$ cat src/rtl/keypad_scanner.sv
// keypad_scanner
// Scans a 4x3 active-low matrix keypad, debounces both press and release,
// and presents the held key as a 4-bit code (0-9 digits, 10 = no key,
// 11 = '*', 12 = '#') with a one-cycle pulse for each newly accepted press.
//
// Ports
//   clock      system clock, all state updates on the rising edge
//   reset      synchronous, active-high
//   row_in     keypad rows, active-low, already synchronised
//   col_out    column drive, active-low, at most one column low
//   key        current debounced key code
//   key_valid  one-cycle pulse when a new press is accepted
module keypad_scanner #(
    parameter int SETTLE   = 2,
    parameter int DEBOUNCE = 4
) (
    input  logic       clock,
    input  logic       reset,
    input  logic [3:0] row_in,
    output logic [2:0] col_out,
    output logic [3:0] key,
    output logic       key_valid
);

    localparam int SW = $clog2(SETTLE + 1);
    localparam int DW = $clog2(DEBOUNCE + 1);
    localparam logic [SW-1:0] SETTLE_LAST = SW'(SETTLE - 1);
    localparam logic [DW-1:0] DB_LAST     = DW'(DEBOUNCE - 1);
    localparam logic [DW-1:0] DB_MAX      = DW'(DEBOUNCE);
    localparam logic [DW-1:0] DB_ONE      = DW'(1);
    localparam logic [3:0]    NOKEY       = 4'd10;

    typedef enum logic [1:0] {
        SCAN,
        PRESS_DB,
        HELD,
        REL_DB
    } state_t;

    state_t        r_state;
    state_t        w_stateNext;
    logic [1:0]    r_col;
    logic [1:0]    w_colNext;
    logic [1:0]    w_colInc;
    logic [SW-1:0] r_settle;
    logic [SW-1:0] w_settleNext;
    logic [DW-1:0] r_count;
    logic [DW-1:0] w_countNext;
    logic [DW-1:0] w_countInc;
    logic [1:0]    r_row;
    logic [1:0]    w_rowNext;
    logic [1:0]    w_lowRow;
    logic [3:0]    r_pattern;
    logic [3:0]    w_patternNext;
    logic [3:0]    r_key;
    logic [3:0]    w_keyNext;
    logic          r_keyValid;
    logic          w_keyValidNext;
    logic [3:0]    w_code;

    assign col_out   = ~(3'b001 << r_col);
    assign key       = r_key;
    assign key_valid = r_keyValid;

    // Column after the current one, wrapping from column 2 back to column 0,
    // and the debounce count advanced by one but never beyond DEBOUNCE.
    assign w_colInc   = (r_col == 2'd2) ? 2'd0 : r_col + 2'd1;
    assign w_countInc = (r_count == DB_MAX) ? r_count : r_count + DB_ONE;

    // When several rows are low in the sampled column, the lowest-numbered
    // row is the one we latch and watch for the rest of the press.
    always_comb begin
        w_lowRow = 2'd0;
        if (!row_in[0]) begin
            w_lowRow = 2'd0;
        end else if (!row_in[1]) begin
            w_lowRow = 2'd1;
        end else if (!row_in[2]) begin
            w_lowRow = 2'd2;
        end else if (!row_in[3]) begin
            w_lowRow = 2'd3;
        end
    end

    // Keypad legend for the latched row/column. Rows 0-2 carry digits 1-9,
    // the bottom row carries '*', 0 and '#'.
    always_comb begin
        w_code = NOKEY;
        case ({r_row, r_col})
            4'b00_00: w_code = 4'd1;
            4'b00_01: w_code = 4'd2;
            4'b00_10: w_code = 4'd3;
            4'b01_00: w_code = 4'd4;
            4'b01_01: w_code = 4'd5;
            4'b01_10: w_code = 4'd6;
            4'b10_00: w_code = 4'd7;
            4'b10_01: w_code = 4'd8;
            4'b10_10: w_code = 4'd9;
            4'b11_00: w_code = 4'd11;
            4'b11_01: w_code = 4'd0;
            4'b11_10: w_code = 4'd12;
            default:  w_code = NOKEY;
        endcase
    end

    // Next-state logic. SCAN walks the columns and samples the rows once per
    // settle window; PRESS_DB demands DEBOUNCE identical row patterns before
    // the key is published; HELD watches only the latched row; REL_DB demands
    // DEBOUNCE high samples of that row before the key is withdrawn. A failed
    // press returns to the same column so the key is re-examined at once,
    // while a completed release moves on so another column gets a turn.
    always_comb begin
        w_stateNext    = r_state;
        w_colNext      = r_col;
        w_settleNext   = r_settle;
        w_countNext    = r_count;
        w_rowNext      = r_row;
        w_patternNext  = r_pattern;
        w_keyNext      = r_key;
        w_keyValidNext = 1'b0;
        unique case (r_state)
            SCAN: begin
                if (r_settle == SETTLE_LAST) begin
                    w_settleNext = '0;
                    if (row_in == 4'hF) begin
                        w_colNext = w_colInc;
                    end else begin
                        w_rowNext     = w_lowRow;
                        w_patternNext = row_in;
                        w_countNext   = DB_ONE;
                        w_stateNext   = PRESS_DB;
                    end
                end else begin
                    w_settleNext = r_settle + SW'(1);
                end
            end
            PRESS_DB: begin
                if (row_in == r_pattern) begin
                    w_countNext = w_countInc;
                    if (r_count >= DB_LAST) begin
                        w_stateNext    = HELD;
                        w_keyNext      = w_code;
                        w_keyValidNext = 1'b1;
                    end
                end else begin
                    w_stateNext  = SCAN;
                    w_settleNext = '0;
                end
            end
            HELD: begin
                if (row_in[r_row]) begin
                    w_countNext = DB_ONE;
                    w_stateNext = REL_DB;
                end
            end
            REL_DB: begin
                if (row_in[r_row]) begin
                    w_countNext = w_countInc;
                    if (r_count >= DB_LAST) begin
                        w_stateNext  = SCAN;
                        w_keyNext    = NOKEY;
                        w_colNext    = w_colInc;
                        w_settleNext = '0;
                    end
                end else begin
                    w_stateNext = HELD;
                end
            end
            default: begin
                w_stateNext = SCAN;
            end
        endcase
    end

    // State register. Reset wins in every state, so an interrupted press
    // never produces a pulse and the key returns to NOKEY on the next edge.
    always_ff @(posedge clock) begin
        if (reset) begin
            r_state    <= SCAN;
            r_col      <= 2'd0;
            r_settle   <= '0;
            r_count    <= '0;
            r_row      <= 2'd0;
            r_pattern  <= 4'hF;
            r_key      <= NOKEY;
            r_keyValid <= 1'b0;
        end else begin
            r_state    <= w_stateNext;
            r_col      <= w_colNext;
            r_settle   <= w_settleNext;
            r_count    <= w_countNext;
            r_row      <= w_rowNext;
            r_pattern  <= w_patternNext;
            r_key      <= w_keyNext;
            r_keyValid <= w_keyValidNext;
        end
    end

endmodule

$ cat config.mk
export PLATFORM = sky130hd
export DESIGN_NAME = keypad_scanner
export DESIGN_NICKNAME = d
export VERILOG_FILES = /design/src/rtl/keypad_scanner.sv
export SDC_FILE = /design/constraint.sdc
export NUM_CORES = 1
export LEC_CHECK = 0
export CAP_MARGIN = 20
export CORE_ASPECT_RATIO = 1.5
export CORE_MARGIN = 5
export CORE_UTILIZATION = 45
export CTS_CLUSTER_SIZE = 8
export DETAILED_ROUTE_END_ITERATION = 7
export PLACE_DENSITY_LB_ADDON = 0.2
export SYNTH_ARGS = -nofsm -noshare
export SYNTH_HDL_FRONTEND = slang
export SYNTH_SLANG_ARGS = --single-unit
$ cat constraint.sdc
create_clock -name clock -period 5.39 [get_ports clock]
set_input_delay 1.078 -clock clock [delete_from_list [all_inputs] [get_ports clock]]
set_output_delay 1.078 -clock clock [all_outputs]
set_load 0.02 [all_outputs]
==> results of run 1 <==
[cells by family after synthesis]
group                    Yosys count
AO/OA/AOI/OAI                     32
buffers and inverters             17
flip-flops                        20
adder cells (fa/ha/maj)            9
AND/OR/NAND/NOR                   43
XOR/XNOR                           4
multiplexers                       9
[stage by stage]
stage	area, sq um	instances	setup WS [ns]
global route	1310	170	2.47
CTS	1310	170	2.55
floorplan	1150	134	3.03
detailed placement	1290	167	2.33
finish	1310	170	2.57
global placement	1290	167	2.40
[Yosys cell counts]
master	instances
a211o_1	1
a211oi_1	3
a21boi_0	1
a21boi_2	1
a21oi_1	8
a22oi_1	1
a31oi_1	1
and3_1	2
and4_1	1
buf_4	1
clkbuf_1	3
dfxtp_1	20
ha_1	9
inv_1	13
mux2i_1	8
mux4_1	1
nand2_1	16
nand2b_1	1
nand3_1	4
nand4_1	2
nor2_1	11
nor3_1	1
nor3b_1	1
nor4_4	1
nor4b_1	1
o211ai_1	2
o21a_1	1
o21ai_0	5
o21ai_1	1
o221a_2	1
o22ai_1	5
o31ai_1	1
or4_1	1
or4b_1	1
xor2_1	4
[area by class of cell]
class | count | area [sq um]
multi-input cells | 97 | 682
repair buffers | 13 | 130
inverters | 13 | 48.8
clock buffers | 3 | 22.5
well taps | 24 | 30.0
flip-flops and latches | 20 | 400
fillers | 239 | 1140
[power by group through the flow]
| stage | Combinational [mW] | Sequential, mW | Clock [mW] |
|---|---|---|---|
| final | 0.0455 | 0.161 | 0.0678 |
| after global routing | 0.0499 | 0.162 | 0.0785 |
| after detailed placement | 0.0456 | 0.164 | 0 |
| after CTS | 0.0458 | 0.161 | 0.0715 |
| after floorplan | 0.0349 | 0.161 | 0 |
| after global placement | 0.0441 | 0.164 | 0 |
[per-layer routing]
metal,part of all wire,global-route usage,up-vias
met5,0,0,-
met4,0.024,0.0700,0
met3,0.039,0.0287,8
met2,0.52,0.242,23
met1,0.42,0.147,461
li1,-,-,501
[worst register-to-register path: stages (launching register included)]
cell and delay [ns]:
dfxtp_1 0.52, mux4_1 0.69, nand4_1 0.17, o21ai_0 0.21, mux2i_1 0.20, nor2_1 0.06
[path summary, 6_finish.rpt]
check                                  end  slack [ns]  depth (start not counted)
worst max-delay path            col_out[0]        2.57                          4
worst min-delay path                key[2]        0.47                          2
worst max register to register    r_col[1]        3.42                          5
worst min register to register      key[2]        0.47                          2
[sequential cells by signal, indices dropped and copies added, names as in the netlist]
register	count
r_row	2
r_col	2
key_valid	1
r_settle	2
key	4
r_pattern	4
r_state	2
r_count	3
==> flow_metrics.env, run 1 <==
export IMPL_antenna_left=0
export IMPL_synth_cell_area_sq_um=1150
export IMPL_critPathBufInv=3
export IMPL_cts_tree="done"
export IMPL_grt_pass1_wl_um=3990
export IMPL_synthAdderAreaFrac=0.0979
export IMPL_finClkSkew_ns=0.00740
export IMPL_seq_area_frac_synth=0.348
export IMPL_relSlewSlack=0.614
export IMPL_antenna_found_initial=0
export IMPL_crit_fanout=5
export IMPL_synth_largest_area_cell="dfxtp_1"
export IMPL_fin_total_pwr_mw=0.274
export IMPL_cp_slowest_stage_delay_ns=0.59
export IMPL_hold_start="key[2]"
export IMPL_hold_violations=0
export IMPL_nets=163
export IMPL_synth_top_family_by_area="simple AND/OR/NAND/NOR gates"
export IMPL_netlist_top_cells_area="dfxtp_1 35%, ha_1 9.8%, mux2i_1 7.0%"
export IMPL_muxShareOfSynthArea=0.0925
export IMPL_avgSynthCellArea_sq_um=8.58
export IMPL_ys_seq_elements=20
export IMPL_htree_num_levels=1
export IMPL_fp_dieW_um=51.3
export IMPL_status="finished clean"
export IMPL_mostFrequentLayoutCells="20 x dfxtp_1, 16 x nand2_1, 13 x inv_1, 13 x clkdlybuf4s50_1, 11 x nor2_1"
export IMPL_synth_top_cell_area_share=0.348
export IMPL_pwr_share_seq=0.587
export IMPL_drc=0
export IMPL_drt_pass1_iterations=4
export IMPL_grt_use_total=0.136
export IMPL_p_leak_nw=0.494
export IMPL_wl_um=2350
export IMPL_layout_commonest_cell="dfxtp_1"
export IMPL_reg2reg_from="r_row[0]"
export IMPL_cp_required_ns=4.31
export IMPL_synth_xor_area_frac=0.0305
export IMPL_power_density_nw_per_um2=209
export IMPL_ys_warn_count=0
export IMPL_core_rowCount=22
export IMPL_post_cts_buffers=0
export IMPL_synth_compound_gate_area_share=0.180
export IMPL_root_buffer="clkbuf_4"
export IMPL_crit_arrival_ns=1.74
export IMPL_slowest_stage="clkdlybuf4s50_1"
export IMPL_drive_gt1_frac=0.0411
export IMPL_vias=993
export IMPL_initial_utilization=0.469
export IMPL_p_int_mw=0.199
export IMPL_layout_min_cycle_time_ns=2.82
export IMPL_maxSlewViolCount=0
export IMPL_fp_dieH_um=71.9
export IMPL_synth_simple_area_share=0.193
export IMPL_period_share=0.523
export IMPL_path_clk_slew_ns=0.11
export IMPL_path_class="reg -> out"
export IMPL_port_buffers=13
export IMPL_p_switching_mw=0.0747
export IMPL_final_util=0.536
export IMPL_crit_chain="inv_1 > ha_1 > inv_1 > clkdlybuf4s50_1"
export IMPL_hold_class="reg -> reg"
export IMPL_drt_initial_drc_count=22
export IMPL_fp_coreArea_sq_um=2450
export IMPL_grt_overflow=0
export IMPL_hold_slack_ns=0.472
export IMPL_ios=14
export IMPL_cap_viol_max_count=0
export IMPL_critPathLaunchType="flop"
export IMPL_gp_congestion=0.831
export IMPL_worst_pin_slew_ns=0.578
export IMPL_cts_max_path_buffers=2
export IMPL_numCtsBuffers=3
export IMPL_fmax_mhz=355
export IMPL_pwr_share_comb=0.166
export IMPL_p_clk_frac=0.247
export IMPL_fin_setup_tns_ns=0
export IMPL_setup_violations=0
export IMPL_cp_common_cell="inv_1"
export IMPL_postCtsResizedCells=0
export IMPL_clock_latency_ns=0.29
export IMPL_netlist_instances=134
export IMPL_synth_nets=149
export IMPL_viasPerCell=5.84
export IMPL_dp_hpwl_um=1830
export IMPL_synth_cell_type_count=35
export IMPL_hold_buffers=0
export IMPL_startpoint="r_col[0]"
export IMPL_rsz0062_at_grt="false"
export IMPL_swShare=0.273
export IMPL_cp_end_kind="output pin"
export IMPL_grt_max_degree=16
export IMPL_peakVddDrop_mv=0.129
export IMPL_grt_pass1_vias=983
export IMPL_crit_family="buffers and inverters"
export IMPL_dieArea_sq_um=3690
export IMPL_cts_sinks=20
export IMPL_avgRoutedWirePerCell_um=13.8
export IMPL_insertedDiodeCount=0
export IMPL_area_growth_pct=14.3
Power figures use the tool's default switching activity.
==> run 2, diff against run 1 <==
==> constraint.sdc (replaced) <==
create_clock -name clock -period 2.3 [get_ports clock]
set_input_delay 0.46 -clock clock [delete_from_list [all_inputs] [get_ports clock]]
set_output_delay 0.46 -clock clock [all_outputs]
set_load 0.02 [all_outputs]
==> run 2 against run 1 <==
Compared with the run above:
- combinational power increased to 2.9 times the previous value
- total power rose to 2.6 times the previous value
- critical endpoint is now col_out[1]
- critical path depth did not move
- flip-flop and latch count is the same
- first-iteration DRC count decreased by 27%
- clock skew grew 0.0064 ns
- wire length increased by 6.7%
- register-to-register slack lost 2.9 ns
- global-route usage increased by 1.5 points
- via count rose by 3.2%
==> flow_metrics.env, run 2 (synthesis gave the netlist of run 1 again) <==
export IMPL_status="finished clean"
export IMPL_port_buffers=13
export IMPL_startpoint="r_col[1]"
export IMPL_cap_viol_max_count=0
export IMPL_gp_congestion=0.831
export IMPL_reg2reg_from="r_count[0]"
export IMPL_period_share=0.934
export IMPL_power_density_nw_per_um2=500
export IMPL_drive_gt1_frac=0.126
export IMPL_relSlewSlack=0.658
export IMPL_dieArea_sq_um=3690
export IMPL_ios=14
export IMPL_grt_pass1_wl_um=4360
export IMPL_fp_dieH_um=71.9
export IMPL_cts_tree="done"
export IMPL_finClkSkew_ns=0.0138
export IMPL_antenna_left=0
export IMPL_r2r_slack_ns=0.50
export IMPL_layout_min_cycle_time_ns=2.15
export IMPL_cp_required_ns=1.84
export IMPL_hold_class="reg -> reg"
export IMPL_cts_max_path_buffers=2
export IMPL_avgRoutedWirePerCell_um=13.7
export IMPL_post_cts_buffers=0
export IMPL_hold_slack_ns=0.475
export IMPL_crit_fanout=5
export IMPL_grt_max_degree=13
export IMPL_hold_start="key[2]"
export IMPL_path_class="reg -> out"
export IMPL_critPathLaunchType="flop"
export IMPL_cp_slowest_stage_delay_ns=0.61
export IMPL_p_leak_nw=0.560
export IMPL_grt_overflow=0
export IMPL_insertedDiodeCount=0
export IMPL_vias=1025
export IMPL_initial_utilization=0.469
export IMPL_crit_arrival_ns=1.69
export IMPL_hold_violations=0
export IMPL_nets=175
export IMPL_rsz0062_at_grt="false"
export IMPL_grt_use_total=0.150
export IMPL_cp_end_kind="output pin"
export IMPL_crit_chain="inv_1 > ha_1 > inv_1 > clkdlybuf4s50_1"
export IMPL_layout_commonest_cell="dfxtp_1"
export IMPL_drc=0
export IMPL_wl_um=2500
export IMPL_placed_area_sq_um=1380
export IMPL_r2r_cells=7
export IMPL_peakVddDrop_mv=0.272
export IMPL_antenna_found_initial=0
export IMPL_drt_pass1_iterations=4
export IMPL_dp_cells=179
export IMPL_cts_sinks=20
export IMPL_path_clk_slew_ns=0.11
export IMPL_postLayoutCellArea_sq_um=1420
export IMPL_htree_num_levels=1
export IMPL_dp_hpwl_um=1990
export IMPL_stdcell_count=183
export IMPL_root_buffer="clkbuf_4"
export IMPL_setup_worst_path_end="col_out[1]"
export IMPL_clock_latency_ns=0.30
export IMPL_fp_coreArea_sq_um=2450
export IMPL_worst_pin_slew_ns=0.507
export IMPL_num_fill_cells=208
export IMPL_cp_common_cell="inv_1"
export IMPL_core_rowCount=22
export IMPL_worst_r2r_endpoint="r_col[0]"
export IMPL_grt_pass1_vias=1029
export IMPL_hold_buffers=0
export IMPL_numCtsBuffers=3
export IMPL_viasPerCell=5.60
export IMPL_fmax_mhz=466
export IMPL_fp_dieW_um=51.3
export IMPL_drt_initial_drc_count=16
export IMPL_maxSlewViolCount=0
export IMPL_mostFrequentLayoutCells="19 x dfxtp_1, 16 x nand2_1, 13 x inv_1, 13 x clkdlybuf4s50_1, 12 x buf_4"
export IMPL_postCtsResizedCells=0
export IMPL_setup_violations=0
export IMPL_area_growth_pct=23.4
export IMPL_slowest_stage="clkdlybuf4s50_1"
## run 2: worst min-delay path by stage
stage,endpoint,slack (ns),cells past startpoint
final,key[2],0.47,2
after detailed placement,key[2],0.46,2
after global routing,key[2],0.50,2
after global placement,key[2],0.45,2
after CTS,key[2],0.47,2
after floorplan,r_pattern[0],0.46,2
## run 2: report_power, final
group          switching [mW]  internal [mW]
registers              0.0132          0.359
logic                  0.0687         0.0628
clock network           0.109         0.0964
total                   0.191          0.519
## run 2: layer usage
layer  GRT usage  part of all wire
met2       0.278              0.54
met4      0.0612            0.0080
met1       0.167              0.43
met5           0                 0
met3      0.0246             0.024
## run 2: per-stage QoR
step / util / power [mW] / setup TNS [ns] / setup WS, ns
CTS: 0.579 / 0.719 / 0 / 0.0772
detailed placement: 0.564 / 0.512 / -0.0628 / -0.0247
floorplan: - / 0.458 / 0 / 0.554
global placement: 0.564 / 0.507 / 0 / 0.0116
global route: 0.579 / 0.745 / 0 / 0.0536
finish: 0.579 / 0.710 / 0 / 0.152
## run 2: layout make-up
type | instances | area (sq um) | area share
well taps | 24 | 30.0 | 0.0212
clock buffers | 4 | 36.3 | 0.0256
repair buffers | 25 | 220 | 0.155
multi-input cells | 97 | 682 | 0.481
flip-flops and latches | 20 | 402 | 0.283
inverters | 13 | 48.8 | 0.0344
## run 2: critical path, delay by kind of cell, from the launching register on
family | cells | cell delay [ns]
buf+inv | 3 | 0.80
flops | 1 | 0.39
fa+ha+maj | 1 | 0.21
==> run 3, diff against run 2 <==
--- a/config.mk
+++ b/config.mk
@@ -11,6 +11,7 @@
 export CORE_UTILIZATION = 45
 export CTS_CLUSTER_SIZE = 8
 export DETAILED_ROUTE_END_ITERATION = 7
+export GPL_ROUTABILITY_DRIVEN = 0
 export PLACE_DENSITY_LB_ADDON = 0.2
 export SYNTH_ARGS = -nofsm -noshare
 export SYNTH_HDL_FRONTEND = slang
==> results of run 3 <==
No change in the layout: final DEF, timing and power equal those of run 2.
